==> src/rtl/fetch_stage.sv <==
// Instruction fetch stage: owns the PC, issues instruction memory reads,
// handles redirects from decode (including one that arrives while a fetch
// miss is still in flight) and presents the registered IF/ID latch.
module fetch_stage #(
   parameter logic [31:0] PC_INIT = 32'h00000000
) (
   input  logic        CLK,
   input  logic        nRST,
   input  logic        ihit,
   input  logic [31:0] imemload,
   output logic        imemREN,
   output logic [31:0] imemaddr,
   input  logic [1:0]  pc_sel,
   input  logic [31:0] brAddr,
   input  logic [31:0] jAddr,
   input  logic [31:0] jrAddr,
   input  logic        stall,
   input  logic        halt,
   output logic        if_valid,
   output logic [31:0] if_instr,
   output logic [31:0] if_pc,
   output logic [31:0] if_imemAddr
);

   typedef enum logic [1:0] {
      FETCH  = 2'd0,
      DRAIN  = 2'd1,
      HALTED = 2'd2
   } fetchState_t;

   fetchState_t stateReg;
   logic [31:0] pcReg;
   logic [31:0] pendingReg;
   logic        renReg;
   logic        validReg;
   logic [31:0] instrReg;
   logic [31:0] ifPcReg;
   logic [31:0] ifAddrReg;

   logic        redirect;
   logic [31:0] redirTarget;
   logic [31:0] pcPlus4;

   // Select the redirect target; targets are always word aligned.
   always_comb begin
      redirTarget = 32'h0;
      unique case (pc_sel)
         2'b01:   redirTarget = {brAddr[31:2], 2'b00};
         2'b10:   redirTarget = {jAddr[31:2], 2'b00};
         2'b11:   redirTarget = {jrAddr[31:2], 2'b00};
         default: redirTarget = 32'h0;
      endcase
   end

   assign redirect = (pc_sel != 2'b00);
   assign pcPlus4  = pcReg + 32'd4;   // wraps naturally at 2^32

   // Fetch FSM with PC, pending redirect and IF/ID latch as registered outputs.
   always_ff @(posedge CLK or negedge nRST) begin
      if (!nRST) begin
         stateReg   <= FETCH;
         pcReg      <= PC_INIT;
         pendingReg <= 32'h0;
         renReg     <= 1'b1;
         validReg   <= 1'b0;
         instrReg   <= 32'h0;
         ifPcReg    <= 32'h0;
         ifAddrReg  <= 32'h0;
      end else begin
         unique case (stateReg)
            FETCH: begin
               if (halt) begin
                  stateReg <= HALTED;
                  renReg   <= 1'b0;
                  validReg <= 1'b0;
               end else if (redirect) begin
                  validReg <= 1'b0;
                  if (ihit) begin
                     pcReg <= redirTarget;
                  end else begin
                     // Read still outstanding on the old PC: let it finish first.
                     pendingReg <= redirTarget;
                     stateReg   <= DRAIN;
                  end
               end else if (stall) begin
                  // Hazard hold: PC and latch keep their contents.
               end else if (ihit) begin
                  pcReg     <= pcPlus4;
                  instrReg  <= imemload;
                  ifAddrReg <= pcReg;
                  ifPcReg   <= pcPlus4;
                  validReg  <= 1'b1;
               end else begin
                  validReg <= 1'b0;
               end
            end
            DRAIN: begin
               validReg <= 1'b0;
               if (halt) begin
                  stateReg <= HALTED;
                  renReg   <= 1'b0;
               end else if (redirect && ihit) begin
                  // Newest redirect wins and the stale word is dropped.
                  pcReg    <= redirTarget;
                  stateReg <= FETCH;
               end else if (redirect) begin
                  pendingReg <= redirTarget;
               end else if (ihit) begin
                  pcReg    <= pendingReg;
                  stateReg <= FETCH;
               end
            end
            HALTED: begin
               renReg   <= 1'b0;
               validReg <= 1'b0;
            end
            default: begin
               stateReg <= FETCH;
               renReg   <= 1'b1;
               validReg <= 1'b0;
            end
         endcase
      end
   end

   assign imemREN     = renReg;
   assign imemaddr    = pcReg;
   assign if_valid    = validReg;
   assign if_instr    = instrReg;
   assign if_pc       = ifPcReg;
   assign if_imemAddr = ifAddrReg;

endmodule

==> config.mk <==
export PLATFORM = sky130hd
export DESIGN_NAME = fetch_stage
export DESIGN_NICKNAME = d
export VERILOG_FILES = /design/src/rtl/fetch_stage.sv
export SDC_FILE = /design/constraint.sdc
export NUM_CORES = 1
export LEC_CHECK = 0
export CORE_ASPECT_RATIO = 2
export CORE_MARGIN = 4
export CORE_UTILIZATION = 50
export DETAILED_ROUTE_END_ITERATION = 10
export PLACE_DENSITY = 0.9
export SYNTH_ARGS = -nofsm -noshare
export SYNTH_HDL_FRONTEND = slang
export SYNTH_SLANG_ARGS = --single-unit
==> constraint.sdc <==
create_clock -name CLK -period 4.89 [get_ports CLK]
set_input_delay 0.978 -clock CLK [delete_from_list [all_inputs] [get_ports CLK]]
set_output_delay 0.978 -clock CLK [all_outputs]
set_load 0.005 [all_outputs]
==> results.toml, run 1 <==
[route]
first_pass_iters = 8
wl_um = 25500
first_iter_violations = 639
via_per_inst = 5.78
wire_per_inst_um = 19.0
via_count = 7753
drc = 0
ant_nets = 0

[clock_tree]
postCtsHoldBufs = 0
cts_tree = "yes"
root_buffer = "clkbuf_16"
cts_setup_buffers = 0
ctsResizeCount = 0
clock_latency_ns = 0.44
cts_sinks = 156
cts_buffer_depth = 2
cts-buffers-inserted = 17
htree_levels = 4
path_clk_slew_ns = 0.06

[cells_and_area]
diodes = 0
fillers = 1123
areaGrowthSynthToFinish_pct = 40.2
postLayoutCellArea_sq_um = 11100
nets = 1266
drive_above_1_share_pct = 7.17

[global_routing]
antenna_found_initial = 0
grt-ovfl-total = 0
grt_first_pass_wirelength_um = 39400
grt_max_degree = 78
grt.total_usage_pct = 27.5
grt_pass1_vias = 7578

[floorplanning]
die-height_um = 186
fp-row-count = 64
die_area_sq_um = 18000
core_area_sq_um = 15400
io_pins = 265
initial_core_util_pct = 51.4
die_x_um = 96.9

[yosys]
synthArstFlopShare_pct = 100
yosysWarnings = 0
synth-edff-count = 0
syn_inst = 907
synthFlopType = "dfrtp_1"
synth_area_sq_um = 7910
ys_ff_latch = 156
ys_seq_area_share_pct = 49.4
synth.distinct_cells = 68
synth_area_per_cell_sq_um = 8.72

[timing]
fmax_mhz = 293
rsz0062_at_grt = "false"
hold_viol = 0
skew_ns = 0.0163
report.final.slew_viol_count = 0
period_minus_slack_ns = 3.42
relSlewSlack_pct = 31.7
worst_slew_pin_slew_ns = 1.02
finalSetupTns_ns = 0
finalSetupViolations = 0
timing.final.crit_share_pct = 69.9

[setup_path]
cp_max_fo = 71
arrival_ns = 3.73
critPathMaxStageDelay_ns = 0.77
endpoint_kind = "flop"
crit_slowest_cell = "clkdlybuf4s50_1"
crit_chain = "clkdlybuf4s50_1, or3b_1, or3_4, buf_4, nor3_1, nor2_1"
crit_type = "primary input to flop"
crit_path_start_kind = "primary input"
required_ns = 5.20
crit_buf_inv = 2
cp_top_family = "simple AND/OR/NAND/NOR gates"

[power]
power_frac_comb_pct = 16.3
p_clk_share_pct = 38.4
power_report.internal_total_mw = 2.40
swShare_pct = 28.1
p_leak_nw = 4.97
peakVddDrop_mv = 0.236
netSwitchingPower_mw = 0.939
powerDensity_nw_per_um2 = 301
p_seq_share_pct = 45.3

[worst_hold_path]
hp-class = "flop to flop"

[placement]
portBuffers = 252
place_congestion = 0.907
dpl_cell_area_sq_um = 10500
dp_hpwl_um = 18900

[run]
drv_cap = 0

[status]
outcome = "finished, final reports clean"
cell usage after synthesis (all sizes together) (4+ instances only):
library cell | number | share of area, %
a21o | 5 | 0.47
nor4 | 6 | 0.82
nand2 | 289 | 14
nor3 | 11 | 0.76
mux2 | 23 | 3.3
and3 | 5 | 0.40
nand3 | 22 | 1.4
nor2b | 7 | 0.55
a22oi | 15 | 1.4
and2 | 4 | 0.32
a211oi | 11 | 1.0
o21ai | 77 | 4.9
o2bb2ai | 4 | 0.44
a22o | 6 | 0.66
inv | 11 | 0.52
or3 | 9 | 0.71
mux2i | 17 | 2.2
o211ai | 5 | 0.47
nand4 | 12 | 1.0
a21oi | 29 | 1.8
a31oi | 8 | 0.63
o221ai | 4 | 0.44
o22ai | 5 | 0.40
buf | 16 | 1.2
clkbuf | 48 | 2.3
dfrtp | 155 | 49
nor2 | 39 | 1.9
xor2 | 6 | 0.66
xnor2 | 14 | 1.6
cell type report:
class	count	area [sq um]	area share, %
Sequential cell	156	3910	35.2
Multi-Input combinational cell	681	3710	33.5
Timing Repair Buffer	263	2610	23.5
Clock buffer	18	429	3.87
Tap cell	198	248	2.24
Clock inverter	14	135	1.22
Inverter	11	41.3	0.373
final timing paths:
check                             from         endpoint  slack [ns]  cells past startpoint
max reg2reg                imemaddr[2]     imemaddr[28]        2.15                      6
max                               ihit        if_pc[20]        1.47                      6
min                           if_pc[8]         if_pc[8]        0.47                      2
min reg2reg                   if_pc[8]         if_pc[8]        0.47                      2
max in group asynchronous         nRST  if_imemAddr[29]        3.25                      2
min in group asynchronous         nRST        if_pc[22]        0.56                      1
stage by stage:
step | cells | hold slack, ns | power [mW] | worst slack (ns) | util (%)
floorplan | 912 | 0.442 | 1.72 | 2.24 | -
global placement | 1309 | 0.453 | 2.04 | 1.14 | 68.4
detailed placement | 1309 | 0.462 | 2.07 | 1.10 | 68.4
CTS | 1341 | 0.477 | 3.33 | 1.52 | 72.1
global route | 1341 | 0.490 | 3.45 | 1.38 | 72.1
finish | 1341 | 0.470 | 3.34 | 1.47 | 72.1
layout by cell type, fill, tap and decap left out, types with 5 or more instances in the layout:
cell and instances:
nand4_1 11, buf_4 10, dfrtp_1 155, xnor2_1 14, a211oi_1 11, nor2_1 39, clkdlybuf4s50_1 249, a21o_1 5
nor2b_1 7, and3_1 5, clkbuf_16 17, nand2_1 289, xor2_1 6, a22o_1 6, a21oi_1 29, mux2i_1 17
o22ai_1 5, or3_1 8, a31oi_1 8, nand3_1 22, a22oi_1 15, o211ai_1 5, o21ai_0 74, nor3_1 10
inv_1 11, conb_1 6, mux2_2 23, clkinvlp_4 5
state kept, by name (all words and copies together) (netlist names):
signal       count
if_imemAddr     30
if_instr        32
if_pc           30
if_valid         1
imemREN          1
imemaddr        30
pendingReg      30
stateReg         2
cells by family (layout without fill, tap and decap cells):
logic type	count (synthesis)	in the layout	share of synthesized area [%]
XOR/XNOR	20	20	2.22
other	1	6	0.0474
multiplexers	40	40	5.43
AND/OR/NAND/NOR	417	417	22.9
buffers and inverters	75	306	4.05
adder cells (fa/ha/maj)	1	1	0.158
AO/OA/AOI/OAI	197	197	15.8
flip-flops	156	156	49.4
power by group through the flow:
stage / clock [mW] / sequential (mW) / combinational [mW]
final: 1.28 / 1.51 / 0.543
after global placement: 0 / 1.52 / 0.523
after detailed placement: 0 / 1.53 / 0.538
after global routing: 1.34 / 1.52 / 0.592
after floorplan: 0 / 1.49 / 0.236
after CTS: 1.28 / 1.51 / 0.544
worst register-to-register path, stage by stage (launching register included):
cell     delay, ns
dfrtp_1       0.55
ha_1          0.30
nand3_1       0.28
nor4_2        0.75
nand3_1       0.30
or3_1         0.41
nand3_1       0.09
metal layers:
| metal | GRT usage, % | vias up | wire, um |
|---|---|---|---|
| met5 | 0 | - | 0 |
| met4 | 17.2 | 0 | 1560 |
| met3 | 4.69 | 111 | 1650 |
| met2 | 49.2 | 427 | 13300 |
| met1 | 30.3 | 3647 | 8990 |
| li1 | - | 3568 | - |
No activity file was read; power rests on OpenSTA's default activity.
==> run 2, diff against run 1 <==
CORE_UTILIZATION = 42   (was 50)
PLACE_DENSITY = 0.8   (was 0.9)
clock period = 2.9 ns   (was 4.89 ns; I/O delays follow)
==> run 2 against run 1 <==
Effect of this change: non-clock buffer count up 30; worst hold slack worse by 0.29 ns; wire length down 0.30%; setup slack worse by 1.0 ns; core utilization down 10 points; combinational power up 84%; clock power up 72%; critical path type is now flop to flop; critical endpoint is now imemaddr[19]; highest routed layer unchanged.
==> results.toml, run 2 (synthesis gave the netlist of run 1 again) <==
[power]
swShare_pct = 27.6
power_report.internal_total_mw = 4.14
peakVddDrop_mv = 0.372
netSwitchingPower_mw = 1.57
p_leak_nw = 5.16
powerDensity_nw_per_um2 = 501
p_seq_share_pct = 43.9
power_frac_comb_pct = 17.5
p_clk_share_pct = 38.6

[timing]
worst_slew_pin_slew_ns = 0.771
rsz0062_at_grt = "false"
fmax_mhz = 413
finalSetupTns_ns = 0
period_minus_slack_ns = 2.42
hold_viol = 0
timing.final.crit_share_pct = 83.5
skew_ns = 0.0167
relSlewSlack_pct = 48.6
finalSetupViolations = 0
report.final.slew_viol_count = 0

[floorplanning]
initial_core_util_pct = 43.0
die_area_sq_um = 21200
core_area_sq_um = 18400
fp-row-count = 70
io_pins = 265
die_x_um = 105
die-height_um = 202

[global_routing]
grt_pass1_vias = 7534
grt_first_pass_wirelength_um = 39800
grt_max_degree = 73
antenna_found_initial = 0
grt.total_usage_pct = 23.7
grt-ovfl-total = 0

[clock_tree]
root_buffer = "clkbuf_16"
cts_tree = "yes"
postCtsHoldBufs = 0
path_clk_slew_ns = 0.07
cts-buffers-inserted = 17
htree_levels = 4
clock_latency_ns = 0.43
cts_setup_buffers = 0
cts_buffer_depth = 2
cts_sinks = 156
ctsResizeCount = 0

[route]
first_iter_violations = 535
first_pass_iters = 6
wl_um = 25400
via_count = 7719
wire_per_inst_um = 18.3
via_per_inst = 5.56
ant_nets = 0
drc = 0

[cells_and_area]
diodes = 0
drive_above_1_share_pct = 9.55
seq_area_sq_um = 3910
final_cell_mix = "nand2_1, clkdlybuf4s50_1, dfrtp_1"
postLayoutCellArea_sq_um = 11400
largest_reg_flops = 32
nets = 1296
final_common_cell = "nand2_1"
fillers = 1541
areaGrowthSynthToFinish_pct = 44.3
multiInputGateArea_sq_um = 3710

[setup_path]
cp.depth = 5
rr_worst_depth = 5
critPathMaxStageDelay_ns = 0.63
crit_slowest_cell = "or4_1"
required_ns = 3.20
crit_path_start_kind = "flop"
endpoint_kind = "flop"
cp_top_family = "simple AND/OR/NAND/NOR gates"
r2r_start = "imemaddr[2]"
crit_buf_inv = 0
crit_chain = "nand4_1, or4_1, o21ai_1, nand3_1, a221o_1"
cp_max_fo = 9
arrival_ns = 2.73
startpoint = "imemaddr[2]"
crit_type = "flop to flop"

[placement]
dp_hpwl_um = 19300
portBuffers = 252
place_congestion = 0.901
dpl_cell_area_sq_um = 10800

[status]
outcome = "finished, final reports clean"

[worst_hold_path]
hp-class = "primary input to asynchronous set/reset pin"

[run]
drv_cap = 0
## run 2: cell count changes in the layout (fill, tap and decap cells not counted), sizes merged
cell      before  now
buf           14   44
clkbuf        18   20
clkinv         3    1
clkinvlp       5    3
inv           16   18
## run 2: routing by layer
| metal | wire length [um] | vias up | share of wire, % | track usage (%) |
|---|---|---|---|---|
| li1 | - | 3632 | - | - |
| met1 | 8880 | 3643 | 35 | 25.5 |
| met2 | 13400 | 359 | 53 | 42.7 |
| met3 | 1530 | 85 | 6.0 | 3.96 |
| met4 | 1550 | 0 | 6.1 | 14.2 |
| met5 | 0 | - | 0 | 0 |
## run 2: worst paths after layout
path | end | slack, ns
worst max-delay path | imemaddr[19] | 0.48
worst min-delay path | if_imemAddr[22] | 0.18
worst max register to register | imemaddr[19] | 0.48
worst min register to register | if_instr[18] | 0.47
max in group asynchronous | if_instr[28] | 2.01
min in group CLK | if_instr[18] | 0.47
## run 2: through the flow
stage          std cells  utilization [%]  setup WS, ns  hold WS [ns]  total power [mW]
2_1_floorplan        912                -         0.649         0.284              2.90
3_5_place_dp        1357             58.9         0.171         0.461              3.54
6_report            1389             62.0         0.478         0.177              5.71
4_1_cts             1389             62.0         0.534         0.193              5.73
5_1_grt             1389             62.0         0.359         0.210              5.92
3_3_place_gp        1357             58.9         0.234         0.456              3.51
## run 2: power groups by stage
stage               Combinational (mW)  Clock [mW]  Sequential, mW
floorplan                        0.398           0            2.50
global placement                 0.977           0            2.54
detailed placement               0.997           0            2.54
CTS                               1.00        2.23            2.50
global route                      1.09        2.31            2.53
finish                            1.00        2.20            2.51
## run 2: area by class of cell
class	instances	share of cell area, %
repair buffers	293	25.4
clock inverters	12	1.12
inverters	11	0.362
well taps	216	2.37
clock buffers	20	4.00
multi-input cells	681	32.5
flip-flops and latches	156	34.2
